File: src/rtl/axis_pkg.sv
// Shared definitions for the AXI-Stream loopback receive path:
// width defaults, the ceil-log2 helper and the receive-state encoding.
package axis_pkg;

    localparam int C_DEFAULT_TDATA_WIDTH = 32;

    typedef enum logic [1:0] {
        RX_IDLE = 2'b00,
        RX_PKT  = 2'b01,
        RX_OVER = 2'b10
    } rx_state_t;

    // Returns ceil(log2(value)); 0 for value <= 1.
    function automatic int clogb2(input int value);
        int result;
        int remaining;
        result    = 0;
        remaining = value - 1;
        while (remaining > 0) begin
            result    = result + 1;
            remaining = remaining >> 1;
        end
        return result;
    endfunction

endpackage

File: src/rtl/sync_fifo_fwft.sv
// Single-clock first-word-fall-through FIFO: the head entry is visible on
// pop_data whenever the FIFO is not empty.
module sync_fifo_fwft
    import axis_pkg::*;
#(
    parameter int WIDTH = 37,
    parameter int DEPTH = 16
) (
    input  logic                     clk,
    input  logic                     resetn,
    input  logic                     push,
    input  logic [WIDTH-1:0]         push_data,
    input  logic                     pop,
    output logic [WIDTH-1:0]         pop_data,
    output logic                     full,
    output logic                     empty,
    output logic [clogb2(DEPTH):0]   level
);

    localparam int AW = clogb2(DEPTH);
    localparam int LW = AW + 1;

    logic [WIDTH-1:0] mem [DEPTH];
    logic [AW-1:0]    wr_ptr;
    logic [AW-1:0]    rd_ptr;
    logic [LW-1:0]    count;
    logic             do_push;
    logic             do_pop;

    assign do_push = push & ~full;
    assign do_pop  = pop & ~empty;

    // DEPTH is a power of two, so the pointers wrap naturally.
    always_ff @(posedge clk or negedge resetn) begin
        if (!resetn) begin
            wr_ptr <= '0;
            rd_ptr <= '0;
            count  <= '0;
        end else begin
            if (do_push) begin
                wr_ptr <= wr_ptr + 1'b1;
            end
            if (do_pop) begin
                rd_ptr <= rd_ptr + 1'b1;
            end
            if (do_push && !do_pop) begin
                count <= count + 1'b1;
            end else if (do_pop && !do_push) begin
                count <= count - 1'b1;
            end
        end
    end

    always_ff @(posedge clk) begin
        if (do_push) begin
            mem[wr_ptr] <= push_data;
        end
    end

    assign pop_data = mem[rd_ptr];
    assign full     = (count == LW'(DEPTH));
    assign empty    = (count == '0);
    assign level    = count;

endmodule

File: src/rtl/axis_uninvert_rx.sv
// Receives the bit-inverted loopback stream, restores the data, buffers it
// and forwards it while checking packet framing against C_PKT_LEN.
module axis_uninvert_rx
    import axis_pkg::*;
#(
    parameter int C_S00_AXIS_TDATA_WIDTH = C_DEFAULT_TDATA_WIDTH,
    parameter int C_M00_AXIS_TDATA_WIDTH = C_DEFAULT_TDATA_WIDTH,
    parameter int C_FIFO_DEPTH           = 16,
    parameter int C_PKT_LEN              = 64
) (
    input  logic                                  s00_axis_aclk,
    input  logic                                  s00_axis_aresetn,
    input  logic                                  s00_axis_tvalid,
    output logic                                  s00_axis_tready,
    input  logic [C_S00_AXIS_TDATA_WIDTH-1:0]     s00_axis_tdata,
    input  logic [C_S00_AXIS_TDATA_WIDTH/8-1:0]   s00_axis_tstrb,
    input  logic                                  s00_axis_tlast,
    output logic                                  m00_axis_tvalid,
    input  logic                                  m00_axis_tready,
    output logic [C_M00_AXIS_TDATA_WIDTH-1:0]     m00_axis_tdata,
    output logic [C_M00_AXIS_TDATA_WIDTH/8-1:0]   m00_axis_tstrb,
    output logic                                  m00_axis_tlast,
    input  logic                                  clear_err,
    output logic                                  len_err,
    output logic                                  ovr_err,
    output logic [15:0]                           pkt_count,
    output logic [clogb2(C_FIFO_DEPTH):0]         fifo_level
);

    localparam int STRB_W = C_S00_AXIS_TDATA_WIDTH / 8;
    localparam int FIFO_W = C_S00_AXIS_TDATA_WIDTH + STRB_W + 1;
    localparam int CNT_W  = clogb2(C_PKT_LEN) + 1;

    logic              fifo_full;
    logic              fifo_empty;
    logic [FIFO_W-1:0] push_word;
    logic [FIFO_W-1:0] head_word;
    logic              s_accept;
    logic              m_pop;

    rx_state_t         state_q, state_d;
    logic [CNT_W-1:0]  beat_cnt_q, beat_cnt_d;
    logic [CNT_W-1:0]  beat_cnt_inc;
    logic              set_len, set_ovr;

    assign s00_axis_tready = s00_axis_aresetn & ~fifo_full;
    assign s_accept        = s00_axis_tvalid & s00_axis_tready;
    assign push_word       = {~s00_axis_tdata, s00_axis_tstrb, s00_axis_tlast};

    sync_fifo_fwft #(
        .WIDTH (FIFO_W),
        .DEPTH (C_FIFO_DEPTH)
    ) u_fifo (
        .clk       (s00_axis_aclk),
        .resetn    (s00_axis_aresetn),
        .push      (s_accept),
        .push_data (push_word),
        .pop       (m_pop),
        .pop_data  (head_word),
        .full      (fifo_full),
        .empty     (fifo_empty),
        .level     (fifo_level)
    );

    // Head is masked while empty so the bus reads zero after reset.
    assign m00_axis_tvalid = ~fifo_empty;
    assign {m00_axis_tdata, m00_axis_tstrb, m00_axis_tlast} = fifo_empty ? '0 : head_word;
    assign m_pop = m00_axis_tvalid & m00_axis_tready;

    assign beat_cnt_inc = beat_cnt_q + 1'b1;

    always_ff @(posedge s00_axis_aclk or negedge s00_axis_aresetn) begin
        if (!s00_axis_aresetn) begin
            state_q    <= RX_IDLE;
            beat_cnt_q <= '0;
        end else begin
            state_q    <= state_d;
            beat_cnt_q <= beat_cnt_d;
        end
    end

    // Framing check only observes accepted beats; data always flows untouched.
    always_comb begin
        state_d    = state_q;
        beat_cnt_d = beat_cnt_q;
        set_len    = 1'b0;
        set_ovr    = 1'b0;
        if (s_accept) begin
            case (state_q)
                RX_IDLE: begin
                    if (s00_axis_tlast) begin
                        set_len    = (C_PKT_LEN != 1);
                        beat_cnt_d = '0;
                    end else begin
                        beat_cnt_d = CNT_W'(1);
                        if (C_PKT_LEN == 1) begin
                            set_ovr = 1'b1;
                            state_d = RX_OVER;
                        end else begin
                            state_d = RX_PKT;
                        end
                    end
                end
                RX_PKT: begin
                    if (s00_axis_tlast) begin
                        set_len    = (beat_cnt_inc != CNT_W'(C_PKT_LEN));
                        beat_cnt_d = '0;
                        state_d    = RX_IDLE;
                    end else begin
                        beat_cnt_d = beat_cnt_inc;
                        if (beat_cnt_inc == CNT_W'(C_PKT_LEN)) begin
                            set_ovr = 1'b1;
                            state_d = RX_OVER;
                        end
                    end
                end
                RX_OVER: begin
                    if (s00_axis_tlast) begin
                        set_len    = 1'b1;
                        beat_cnt_d = '0;
                        state_d    = RX_IDLE;
                    end
                end
                default: begin
                    state_d    = RX_IDLE;
                    beat_cnt_d = '0;
                end
            endcase
        end
    end

    // A new error in the same cycle as clear_err wins over the clear.
    always_ff @(posedge s00_axis_aclk or negedge s00_axis_aresetn) begin
        if (!s00_axis_aresetn) begin
            len_err   <= 1'b0;
            ovr_err   <= 1'b0;
            pkt_count <= '0;
        end else begin
            if (set_len) begin
                len_err <= 1'b1;
            end else if (clear_err) begin
                len_err <= 1'b0;
            end
            if (set_ovr) begin
                ovr_err <= 1'b1;
            end else if (clear_err) begin
                ovr_err <= 1'b0;
            end
            if (m_pop && m00_axis_tlast) begin
                pkt_count <= pkt_count + 1'b1;
            end
        end
    end

endmodule
File: config.mk
export PLATFORM = sky130hd
export DESIGN_NAME = axis_uninvert_rx
export DESIGN_NICKNAME = d
export VERILOG_FILES = /design/src/rtl/axis_pkg.sv /design/src/rtl/sync_fifo_fwft.sv /design/src/rtl/axis_uninvert_rx.sv
export SDC_FILE = /design/constraint.sdc
export NUM_CORES = 1
export LEC_CHECK = 0
export CAP_MARGIN = 20
export CORE_MARGIN = 2
export CORE_UTILIZATION = 25
export DETAILED_ROUTE_END_ITERATION = 10
export GPL_ROUTABILITY_DRIVEN = 0
export REMOVE_ABC_BUFFERS = 1
export SYNTH_ARGS = -nofsm -noshare
export SYNTH_HDL_FRONTEND = slang
export SYNTH_SLANG_ARGS = --single-unit
File: constraint.sdc
create_clock -name s00_axis_aclk -period 4.3 [get_ports s00_axis_aclk]
set_input_delay 0.86 -clock s00_axis_aclk [delete_from_list [all_inputs] [get_ports s00_axis_aclk]]
set_output_delay 0.86 -clock s00_axis_aclk [all_outputs]
set_load 0.02 [all_outputs]
; Word level (Yosys, flattened, before mapping)
; Memories as Yosys holds them, arrays and structs flattened.
; Cells that the tools add are included.
; Widths: inputs -> output; s select.
[totals]
register_bits = 40
ram_bits = 592
input_bits = 42
output_inout_bits = 62
word_cells = 69
mem_count = 1
[classes]
add_sub_neg = 6
n_eq_ne = 8
n_mux = 25
bitwise = 8
n_reduce_logical = 13
[memory_table]
columns = name, depth, width, read_ports, rd_ports_with_merged_regs, wr, line_no
row1 = u_fifo.mem, 16, 37, 1, 0, 1, sync_fifo_fwft.sv:23  ; logic [WIDTH-1:0] mem [DEPTH];
[ops]
columns = op, count
row1 = $mux 37, 1
row2 = $not 32->32, 1
row3 = $pmux 7 s3, 1
row4 = $add 16x1->16 const B, 1
row5 = $mux 7, 2
row6 = $mux 1, 13
row7 = $mux 5, 2
row8 = $add 4x1->4 const B, 2
row9 = $mux 2, 4
row10 = $add 7x1->7 const B, 1
row11 = $eq 7x7->1 const B, 1
row12 = $ne 7x7->1 const B, 1
row13 = $pmux 2 s3, 1
row14 = $reduce_bool 2->1, 3
row15 = $add 5x1->5 const B, 1
row16 = $and 1x1->1, 5
row17 = $eq 5x5->1 const B, 1
row18 = $logic_not 5->1, 1
row19 = $sub 5x1->5 const B, 1
row20 = $ne 2x2->1 const B, 2
row21 = $reduce_and 4->1, 1
row22 = $logic_and 1x1->1, 3
row23 = $ne 3x3->1 const B, 1
row24 = $eq 2x1->1 const B, 1
row25 = 7 further kinds, 9

; Depth between registers and ports, before layout
[depth]
depth_word = 9
depth_mapped = 13
mapped_depth_nobuf = 11

; Hierarchy
; Synthesis repeated with hierarchy kept, for this count alone.
[unflattened]
cells_unflattened = 1364
area_unflattened_um2 = 25171.6
[modules_own_cells]
columns = mod, n_inst, cells_each, area_each_um2, seq_area_each_um2
row1 = sync_fifo_fwft, 1, 1151, 23389.9, 18102.4
row2 = axis_uninvert_rx, 1, 213, 1781.7, 675.6

; Worst setup path after synthesis
; Ideal clock, no wire load.
[synth_timing]
path_kind = reg-to-reg
from = register u_fifo.count[0] (netlist: u_fifo.level[0])
to = memory u_fifo.mem[1][0], enable pin
setup_time_ns = 0.477
arrival_time_ns = 4.006
required_time_ns = 3.823
slack_ns = -0.183
path_stages_with_launch = 8
n_path_buf = 2
synth_period_minus_slack_ns = 4.483
path_cell_list = dfrtp_1 or4_1 clkbuf_1 o211ai_2 inv_1 buf_2 nand2_1 nor3_1
[synth_between]
elab_chain_len = 7
[synth_lines]
columns = item, line_no
row1 = "start, declared", sync_fifo_fwft.sv:26  ; logic [LW-1:0] count;
row2 = "start signal, assigned", sync_fifo_fwft.sv:47  ; count <= count + 1'b1;
row3 = "start signal, assigned", sync_fifo_fwft.sv:49  ; count <= count - 1'b1;
row4 = $eq 5x5->1 (*), sync_fifo_fwft.sv:61  ; assign full = (count == LW'(DEPTH));
row5 = $not 1->1 (*), "sync_fifo_fwft.sv:30, axis_uninvert_rx.sv:46"
row6 = $and 1x1->1, axis_uninvert_rx.sv:46  ; assign s00_axis_tready = s00_axis_aresetn & ~fifo_full;
row7 = $and 1x1->1, axis_uninvert_rx.sv:47  ; assign s_accept = s00_axis_tvalid & s00_axis_tready;
row8 = $and 1x1->1 (*), sync_fifo_fwft.sv:30  ; assign do_push = push & ~full;
row9 = via u_fifo.do_push, sync_fifo_fwft.sv:27  ; logic do_push;
row10 = $mux 1 (*), sync_fifo_fwft.sv:55  ; if (do_push) begin
row11 = $mux 1 (implied by the code) (*), sync_fifo_fwft.sv:56  ; mem[wr_ptr] <= push_data;
row12 = "end, declared", sync_fifo_fwft.sv:23
; The timed path passes the listed nets; every way through them passes the cells marked *.

; Worst setup path after layout
[layout_timing]
from = register u_fifo.rd_ptr[0]
to = output m00_axis_tdata[23]
[layout_between]
elab_chain_len = 2
[layout_lines]
columns = item, line_no
row1 = "start, declared", sync_fifo_fwft.sv:25  ; logic [AW-1:0] rd_ptr;
row2 = "start signal, assigned", sync_fifo_fwft.sv:44  ; rd_ptr <= rd_ptr + 1'b1;
row3 = $mem_v2 16x37, n/a
row4 = $mux 37, axis_uninvert_rx.sv:67  ; assign {m00_axis_tdata, m00_axis_tstrb, m00_axis_tlast} = fifo_empty ? '0 : head_word;
row5 = "end, declared", axis_uninvert_rx.sv:20  ; output logic [C_M00_AXIS_TDATA_WIDTH-1:0] m00_axis_tdata,
; No other way between the ends.

==> results.json <==
{
  "status": "complete, no violations",
  "num-fill-cells": 9472,
  "h-tree-depth": 3,
  "first_pass_iters": 5,
  "synth-seq-cells": 632,
  "worstPathArrival_ps": 3340,
  "grt-ovfl-total": 0,
  "ant_nets": 0,
  "clk_pin_slew_ps": 60,
  "syn_to_final_growth_pct": 21.7,
  "slew_viol_final": 0,
  "syn_inst": 1115,
  "hp-class": "in -> async",
  "yosysWarnings": 0,
  "power.leakage_nw": 9.62,
  "synthArstFlopShare": 0.0633,
  "hold_slack_ps": 364,
  "wirelength_um": 58000,
  "final_nets": 1336,
  "clkLatencyLatePin_ps": 610,
  "dieArea_um2": 102000,
  "cts_tree": "done",
  "cp.required_ps": 3440,
  "r2r_start": "u_fifo.level[0]",
  "viasPerCell": 4.42,
  "cp_top_family": "multiplexers",
  "hpwl_um": 31600,
  "total_power_mw": 19.5,
  "crit_buf_inv": 3,
  "cp_max_fo": 24,
  "p_per_area_nw_per_um2": 644,
  "synth_edf_count": 592,
  "num_antenna_cells": 0,
  "synth_top_area_frac": 0.716,
  "startpoint_type": "flop",
  "finalHoldViolCount": 0,
  "peakVddDrop_v": 0.000293,
  "io-pin-count": 104,
  "crit_type": "reg -> out",
  "endpoint_kind": "output pin",
  "syn_area_um2": 24800,
  "cts_root_buf": "clkbuf_16",
  "slew_headroom": 0.467,
  "cts_buffer_depth": 3,
  "seq_area_um2": 18800,
  "netlist_top_cells_area": "edfxtp_1 (72%), mux4_2 (14%), dfrtp_1 (4.0%)",
  "grt_use_total": 0.114,
  "cts_buffers": 70,
  "fmax_mhz": 238,
  "path_cells": "buf_4, buf_16, mux4_1, mux4_2, and2_1, clkdlybuf4s50_1",
  "antenna_found_initial": 3,
  "vias": 11600,
  "r2r_cells": 11,
  "cp_num_cells": 6,
  "drtIter0Drc": 973,
  "wire_per_inst_um": 22.1,
  "syn_area_per_cell_um2": 22.3,
  "drive_above_1_share": 0.248,
  "skew_ps": 26.9,
  "die_h_um": 319,
  "cpPeakStageDelay_ps": 580,
  "crit_path_top_delay_cell": "mux4_1",
  "timing.final.crit_period_ps": 4200,
  "grt_max_degree": 42,
  "synth_ff_type": "edfxtp_1",
  "multi_input_area_um2": 5670,
  "tightestPinTransition_ps": 800,
  "yosysUniqueCellTypes": 37,
  "drc": 0,
  "cts_hold_buf": 0,
  "period_share": 0.976,
  "core_um2": 98400,
  "setup_viol": 0,
  "grt_pass1_vias": 12400,
  "max_cap_violations": 0,
  "yosysTopAreaCell": "edfxtp_1",
  "cts.sinks": 632,
  "r2r_slack_ps": 810,
  "start_util": 0.252,
  "rows": 115,
  "timing.rr.end": "u_fifo.level[4]",
  "die_w_um": 319,
  "port_buffers": 103,
  "grt_pass1_wl_um": 84800,
  "seq_area_frac_synth": 0.757
}
[logic make-up (layout without fill, tap and decap cells)]
group / after synthesis / after routing / synth area share
and+or+nand+nor: 126 / 126 / 0.0261
AOI/OAI and AO/OA: 32 / 32 / 0.00862
DFF: 632 / 632 / 0.757
muxes: 194 / 194 / 0.174
xor gates and xnor gates: 26 / 26 / 0.00918
buffers and inverters: 93 / 315 / 0.0194
adders and majority gates: 12 / 12 / 0.00635
[report_power, final]
part	total, mW	switching (mW)	internal, mW
clock	5.79	2.43	3.35
sequential	7.43	0.295	7.13
combinational	6.24	3.03	3.22
total	19.5	5.76	13.7
[metrics by stage]
step | worst slack, ps | instances | util | cell area, µm² | setup TNS (ps)
floorplan | -3520 | 1064 | - | 24500 | -208830
global placement | 466 | 2491 | 0.283 | 27900 | 0
detailed placement | 427 | 2491 | 0.283 | 27900 | 0
CTS | 31.9 | 2624 | 0.307 | 30200 | 0
global route | -2.02 | 2624 | 0.307 | 30200 | -2.02
finish | 104 | 2624 | 0.307 | 30200 | 0
[state kept, by name, summed over array words and instances (netlist names)]
signal and flops:
pkt_count 16, u_fifo.wr_ptr 4, u_fifo.rd_ptr 4, u_fifo.mem 592, state_q 2, beat_cnt_q 7
len_err 1, u_fifo.level 5, ovr_err 1
[metal layers]
layer,track usage,routed length [µm],vias to the layer above
li1,-,-,4971
met1,0.153,25500,6255
met2,0.188,28800,284
met3,0.0229,2620,82
met4,0.0299,1070,2
met5,0,10,-
[cell type report]
cell class | instances | area share
Timing Repair Buffer | 146 | 0.0571
Tap cell | 1287 | 0.0533
Clock buffer | 86 | 0.0617
Inverter | 42 | 0.00530
Sequential cell | 632 | 0.622
Multi-Input combinational cell | 390 | 0.188
Clock inverter | 41 | 0.0127
[synth_stat cells (11+ instances only)]
cell        n
and2_1     38
buf_6      13
clkbuf_1   22
dfrtp_1    40
edfxtp_1  592
ha_1       11
inv_1      42
mux4_1     23
mux4_2    159
nand2_1    26
nand3_1    12
nor2_1     21
o21ai_0    13
xnor2_1    24
[worst max path at each step]
stage,start,endpoint,slack (ps)
final,u_fifo.rd_ptr[0],m00_axis_tdata[23],100
after global routing,u_fifo.rd_ptr[0],m00_axis_tdata[23],-2
after CTS,u_fifo.rd_ptr[0],m00_axis_tdata[23],30
after detailed placement,u_fifo.rd_ptr[0],m00_axis_tstrb[3],430
after global placement,u_fifo.rd_ptr[0],m00_axis_tdata[23],470
after floorplan,u_fifo.rd_ptr[0],m00_axis_tdata[0],-3520
[cells in the final DEF (no fill, tap or decap), drive strengths merged, types with 2 or more instances in the layout]
| cell type | n |
|---|---|
| edfxtp | 592 |
| mux4 | 182 |
| clkdlybuf4s50 | 101 |
| clkbuf | 86 |
| buf | 44 |
| inv | 43 |
| dfrtp | 40 |
| and2 | 38 |
| clkinv | 32 |
| nand2 | 26 |
| xnor2 | 24 |
| nor2 | 21 |
| o21ai | 13 |
| nand3 | 12 |
| ha | 11 |
| mux2i | 9 |
| nor3 | 8 |
| a21oi | 6 |
| nand4 | 5 |
| and3 | 5 |
| nand2b | 5 |
| or3 | 4 |
| clkinvlp | 4 |
| bufinv | 4 |
| mux2 | 3 |
| o211ai | 3 |
| or4 | 2 |
| o21a | 2 |
| a22o | 2 |
| a32o | 2 |
| xor2 | 2 |
| a21o | 2 |
[what timing repair did]
item | CTS | global route
setup endpoints to repair | 34 | 2
buffers inserted | 6 | 0
resized for setup | 0 | 2
Power figures use the tool's default switching activity.
